==> src/rtl/hex_disp_pkg.sv <==
// Shared types and segment constants for the hex display drivers.
// Segment vectors are ordered g..a (bit 6 = g, bit 0 = a).
package hex_disp_pkg;

   typedef logic [6:0] seg7_t;

   localparam seg7_t SEG_BLANK = 7'h7F;
   localparam seg7_t SEG_DASH  = 7'b0111111;

   // Active-high segment pattern for one hex digit
   function automatic seg7_t hex_pattern(input logic [3:0] nib);
      seg7_t p;
      case (nib)
         4'h0: p = 7'b0111111;
         4'h1: p = 7'b0000110;
         4'h2: p = 7'b1011011;
         4'h3: p = 7'b1001111;
         4'h4: p = 7'b1100110;
         4'h5: p = 7'b1101101;
         4'h6: p = 7'b1111101;
         4'h7: p = 7'b0000111;
         4'h8: p = 7'b1111111;
         4'h9: p = 7'b1101111;
         4'hA: p = 7'b1110111;
         4'hB: p = 7'b1111100;
         4'hC: p = 7'b0111001;
         4'hD: p = 7'b1011110;
         4'hE: p = 7'b1111001;
         default: p = 7'b1110001;
      endcase
      return p;
   endfunction

endpackage

==> src/rtl/hex_seg_decode.sv <==
// Combinational nibble to active-low 7-segment decoder.
module hex_seg_decode
   import hex_disp_pkg::*;
(
   input  logic [3:0] nibble,
   output seg7_t      seg_n
);

   assign seg_n = ~hex_pattern(nibble);

endmodule

==> src/rtl/hex_scan_driver.sv <==
// Time-multiplexed multi-digit hex display driver with dash, blank and LZ suppression.
// Optional macro HEX_SCAN_BLINK_EN makes the error dashes blink via a frame counter.
module hex_scan_driver
   import hex_disp_pkg::*;
#(
   parameter int N_DIGITS      = 4,
   parameter int REFRESH_DIV   = 50000,
   parameter int AN_ACTIVE_LOW = 1
) (
   input  logic                  clk,
   input  logic                  rst,
   input  logic                  load,
   input  logic [4*N_DIGITS-1:0] value,
   input  logic                  error,
   input  logic                  off_bit,
   input  logic                  lz_suppress,
   output seg7_t                 seg_n,
   output logic [N_DIGITS-1:0]   an
);

   localparam int PW = $clog2(REFRESH_DIV);
   localparam int IW = (N_DIGITS > 1) ? $clog2(N_DIGITS) : 1;
   localparam logic [N_DIGITS-1:0] AN_OFF = (AN_ACTIVE_LOW != 0) ? '1 : '0;

   logic [PW-1:0]         presc;
   logic [IW-1:0]         idx;
   logic [IW-1:0]         idx_next;
   logic [4*N_DIGITS-1:0] shadow;
   logic                  tick;
   logic                  wrap;
   logic [3:0]            nibble;
   logic                  lz_blank;
   logic [N_DIGITS-1:0]   onehot;
   logic [N_DIGITS-1:0]   an_val;
   logic                  zero_above;
   logic                  blink_off;
   seg7_t                 dec_seg;

   assign tick     = (presc == PW'(REFRESH_DIV - 1));
   assign wrap     = (idx == IW'(N_DIGITS - 1));
   assign idx_next = wrap ? '0 : idx + 1'b1;
   assign an_val   = (AN_ACTIVE_LOW != 0) ? ~onehot : onehot;

   // idx points at the digit driven on the next tick, so scan starts at digit 0
   always_comb begin
      nibble     = '0;
      onehot     = '0;
      lz_blank   = 1'b0;
      zero_above = 1'b1;
      for (int k = N_DIGITS - 1; k >= 0; k--) begin
         zero_above = zero_above && (shadow[4*k +: 4] == 4'h0);
         if (idx == IW'(k)) begin
            nibble    = shadow[4*k +: 4];
            onehot[k] = 1'b1;
            lz_blank  = (k != 0) && zero_above;
         end
      end
   end

   hex_seg_decode u_decode (
      .nibble (nibble),
      .seg_n  (dec_seg)
   );

`ifdef HEX_SCAN_BLINK_EN
   logic [7:0] frame;

   always_ff @(posedge clk or posedge rst) begin
      if (rst) begin
         frame <= '0;
      end else if (tick && wrap) begin
         frame <= frame + 8'd1;
      end
   end

   assign blink_off = frame[7];
`else
   assign blink_off = 1'b0;
`endif

   always_ff @(posedge clk or posedge rst) begin
      if (rst) begin
         presc  <= '0;
         idx    <= '0;
         shadow <= '0;
         seg_n  <= SEG_BLANK;
         an     <= AN_OFF;
      end else begin
         if (load) begin
            shadow <= value;
         end
         if (tick) begin
            presc <= '0;
            idx   <= idx_next;
            // outputs read the pre-load shadow when load and tick coincide
            if (error) begin
               seg_n <= blink_off ? SEG_BLANK : SEG_DASH;
               an    <= an_val;
            end else if (off_bit) begin
               seg_n <= SEG_BLANK;
               an    <= AN_OFF;
            end else begin
               seg_n <= (lz_suppress && lz_blank) ? SEG_BLANK : dec_seg;
               an    <= an_val;
            end
         end else begin
            presc <= presc + 1'b1;
         end
      end
   end

endmodule

==> config.mk <==
export PLATFORM = sky130hd
export DESIGN_NAME = hex_scan_driver
export DESIGN_NICKNAME = d
export VERILOG_FILES = /design/src/rtl/hex_disp_pkg.sv /design/src/rtl/hex_seg_decode.sv /design/src/rtl/hex_scan_driver.sv
export SDC_FILE = /design/constraint.sdc
export NUM_CORES = 1
export LEC_CHECK = 0
export ABC_AREA = 1
export BUFFER_PORTS_ARGS = -buffer_cell sky130_fd_sc_hd__buf_4
export CORE_ASPECT_RATIO = 1.2
export CORE_MARGIN = 8
export CORE_UTILIZATION = 55
export DETAILED_ROUTE_END_ITERATION = 8
export PLACE_DENSITY = 0.83
export SYNTH_ARGS = -nofsm -noshare
export SYNTH_HDL_FRONTEND = slang
export SYNTH_SLANG_ARGS = --single-unit
==> constraint.sdc <==
create_clock -name clk -period 3.75 [get_ports clk]
set_input_delay 0.5625 -clock clk [delete_from_list [all_inputs] [get_ports clk]]
set_output_delay 0.5625 -clock clk [all_outputs]
set_load 0.005 [all_outputs]
==> impl_metrics.tcl <==
set metrics [dict create \
    num_io_pins 33 \
    drt-pass1-iter-count 4 \
    core_um2 4560 \
    fin_crit_sh 0.584 \
    cp_num_buf_inv 3 \
    drive_gt1_frac 0.228 \
    cp.required_ps 3980 \
    rsz0062_at_grt "no" \
    combPwrFrac 0.112 \
    initial_core_util 0.569 \
    r2r-end "seg_n[2]" \
    antenna_found_initial 0 \
    routed_wl_um 5390 \
    vias_per_cell 5.16 \
    critPathLaunchType "register" \
    synth_nets 358 \
    place_hpwl_um 4230 \
    yosys.cell_count.top_type "nand2_1" \
    design_area_um2 2970 \
    max_slew_margin 0.444 \
    crit_type "reg2reg" \
    antenna_cells 0 \
    synthArstFlopShare 1.00 \
    avgRoutedWirePerCell_um 12.9 \
    ff2ff_setup_slack_ps 1560 \
    cts_tree "done" \
    r2r_cells 12 \
    rows 27 \
    yosysUniqueCellTypes 32 \
    p_sw_mw 0.234 \
    critPathTopFamily "adder cells" \
    clock-sinks 45 \
    post-cts-setup-buffers 0 \
    p_int_mw 0.692 \
    die_x_um 78.7 \
    final_nets 391 \
    grt_max_degree 29 \
    drc_errors 0 \
    cpMostUsedCell "nand2_1" \
    reg2reg_from "idx[0]" \
    grt_overflow 0 \
    drv_slew 0 \
    grt_pass1_vias 2227 \
    netlist_area_um2 2600 \
    grt_first_pass_wirelength_um 9820 \
    h-tree-depth 2 \
    clock_skew_ps 5.13 \
    worst_path_largest_cell_delay_ps 390 \
    p_per_area_nw_per_um2 312 \
    synth_top_area_frac 0.328 \
    clk_pin_slew_worst_paths_ps 80 \
    worst_pin_slew_ps 832 \
    detailedPlace.worstSlack_ps 1660 \
    synth_edf_count 0 \
    avgSynthCellArea_um2 7.99 \
    p_sw_frac 0.253 \
    cts_buffers 5 \
    port_buffers 32 \
    drt_iter0_drc 100 \
    clkPwrFrac 0.337 \
    worst_path_max_delay_cell "dfrtp_1" \
    cts_buffer_depth 2 \
    worst_slack_ps 1560 \
    hold_class "in2async" \
    fin_tns_setup_ps 0 \
    grt_use_total 0.165 \
    sequentialPowerShare 0.551 \
    die_y_um 91.3 \
    finalSetupViolations 0 \
    fmax_mhz 457 \
    crit_fanout 9 \
    dpl_cell_area_um2 2880 \
    yosys_warnings 0 \
    critPathArrivalTime_ps 2420 \
    antenna_left 0 \
    fillers 375 \
    area_growth_pct 14.5 \
    maxCapViolCount 0 \
    yosys-top-cells-count "73 x nand2_1, 47 x inv_1, 34 x dfrtp_1" \
    dieArea_um2 7180 \
    ys_top_cells_by_area "dfrtp_1 33%, dfstp_2 11%, nand2_1 11%" \
    outcome "completed" \
    cts_repair_resize_count 0 \
    power_leakage_nw 1.50 \
    cts-hold-fix-buffers 0 \
    clock_latency_ps 300 \
    ys_seq_elements 45 \
    num_vias 2152 \
    yosysSeqAreaShare 0.439 \
    layout_min_cycle_time_ps 2190 \
    finalHoldViolations 0 \
    cts-root-buf "clkbuf_8" \
    syn_inst 325 \
    path_cells "inv_1 > ha_1 > a21oi_1 > nand3_1 > nand2_1 > inv_1 > ha_1 > inv_1 > nand2_1 > nand2_1 > nand2_1 > a21oi_1" \
    synth_top_cell_by_area "dfrtp_1" \
    gp_congestion 0.920 \
    ys.flop_type "dfrtp_1" \
    vdd.ir_drop.worst_uv 233 \
    end_kind "register" \
]
[power by group through the flow]
stage          Sequential [mW]  Combinational, mW  Clock [mW]
3_3_place_gp             0.519              0.101           0
3_5_place_dp             0.519              0.103           0
4_1_cts                  0.510              0.104       0.323
5_1_grt                  0.513              0.120       0.345
2_1_floorplan            0.516             0.0697           0
6_report                 0.510              0.104       0.312
[registers in the layout (all words and copies together), names as in the netlist]
signal	cells
seg_n	7
shadow	16
presc	16
an	4
idx	2
[cell type report]
type	instances	area, um^2	area share
clock buffer	6	82.6	0.0278
clock inverter	2	13.8	0.00463
inverter	53	200	0.0673
multi-input combinational	220	1220	0.409
sequential	45	1140	0.383
tap	58	72.6	0.0244
timing repair buffer	33	248	0.0833
[worst reg2reg max path: cells and delay by family, from the launching register on]
kind                       cells  cell delay [ps]
and+or+nand+nor                5              490
AOI/OAI and AO/OA              2              390
buffers and inverters          3              300
DFF                            1              390
adders and majority gates      2              560
[stage by stage]
| step | util | cells | hold slack (ps) | power [mW] |
|---|---|---|---|---|
| floorplan | - | 325 | 430 | 0.586 |
| global route | 0.652 | 417 | 456 | 0.978 |
| detailed placement | 0.631 | 409 | 470 | 0.622 |
| global placement | 0.631 | 409 | 448 | 0.620 |
| CTS | 0.652 | 417 | 443 | 0.937 |
| finish | 0.652 | 417 | 427 | 0.926 |
[cell families (layout without fill, tap and decap cells)]
kind of cell	Yosys count	count (layout)	synth area share
multiplexers	4	4	0.0173
flip-flops	45	45	0.439
AO/OA/AOI/OAI	37	37	0.0718
AND/OR/NAND/NOR	161	161	0.303
buffers and inverters	60	94	0.0925
XOR/XNOR	7	7	0.0236
adder cells (fa/ha/maj)	11	11	0.0530
[worst max path at each step]
stage               startpoint       end  slack (ps)  depth (start not counted)
finish                  idx[0]  seg_n[2]        1560                         12
CTS                     idx[0]  seg_n[5]        1580                         12
floorplan               idx[0]  seg_n[5]        1880                         12
global placement        idx[1]  seg_n[6]        1740                         14
detailed placement      idx[0]  seg_n[5]        1660                         12
global route            idx[0]  seg_n[5]        1330                         12
[layout by cell type, fill, tap and decap left out]
master,synthesis,routed
nor3_1,7,7
dfrtp_1,34,34
nor3b_2,1,1
nor3_2,2,2
or2_2,2,2
clkinv_4,0,1
o21ai_1,1,1
buf_4,1,33
clkinv_2,1,2
a21oi_1,21,21
inv_2,5,5
nand2_1,73,73
nand2_4,1,1
dfstp_2,11,11
nor2_1,23,23
inv_1,47,47
nor4_1,4,4
clkbuf_8,0,6
nand4_4,1,1
nor2_4,4,4
mux2_2,4,4
xor2_1,6,6
a31oi_1,1,1
xnor2_1,1,1
o21ai_0,14,14
nor2_2,3,3
nand3_1,26,26
nor4_2,1,1
ha_1,11,11
nand4_1,8,8
nand2_2,5,5
[per-layer routing]
metal  GRT usage  vias to the layer above  wire length [um]
met3      0.0355                        9               166
met4      0.0697                        0                80
met2       0.295                       52              2970
li1            -                     1103                 -
met1       0.183                      988              2180
met5           0                        -                 0
Power figures use the tool's default switching activity.
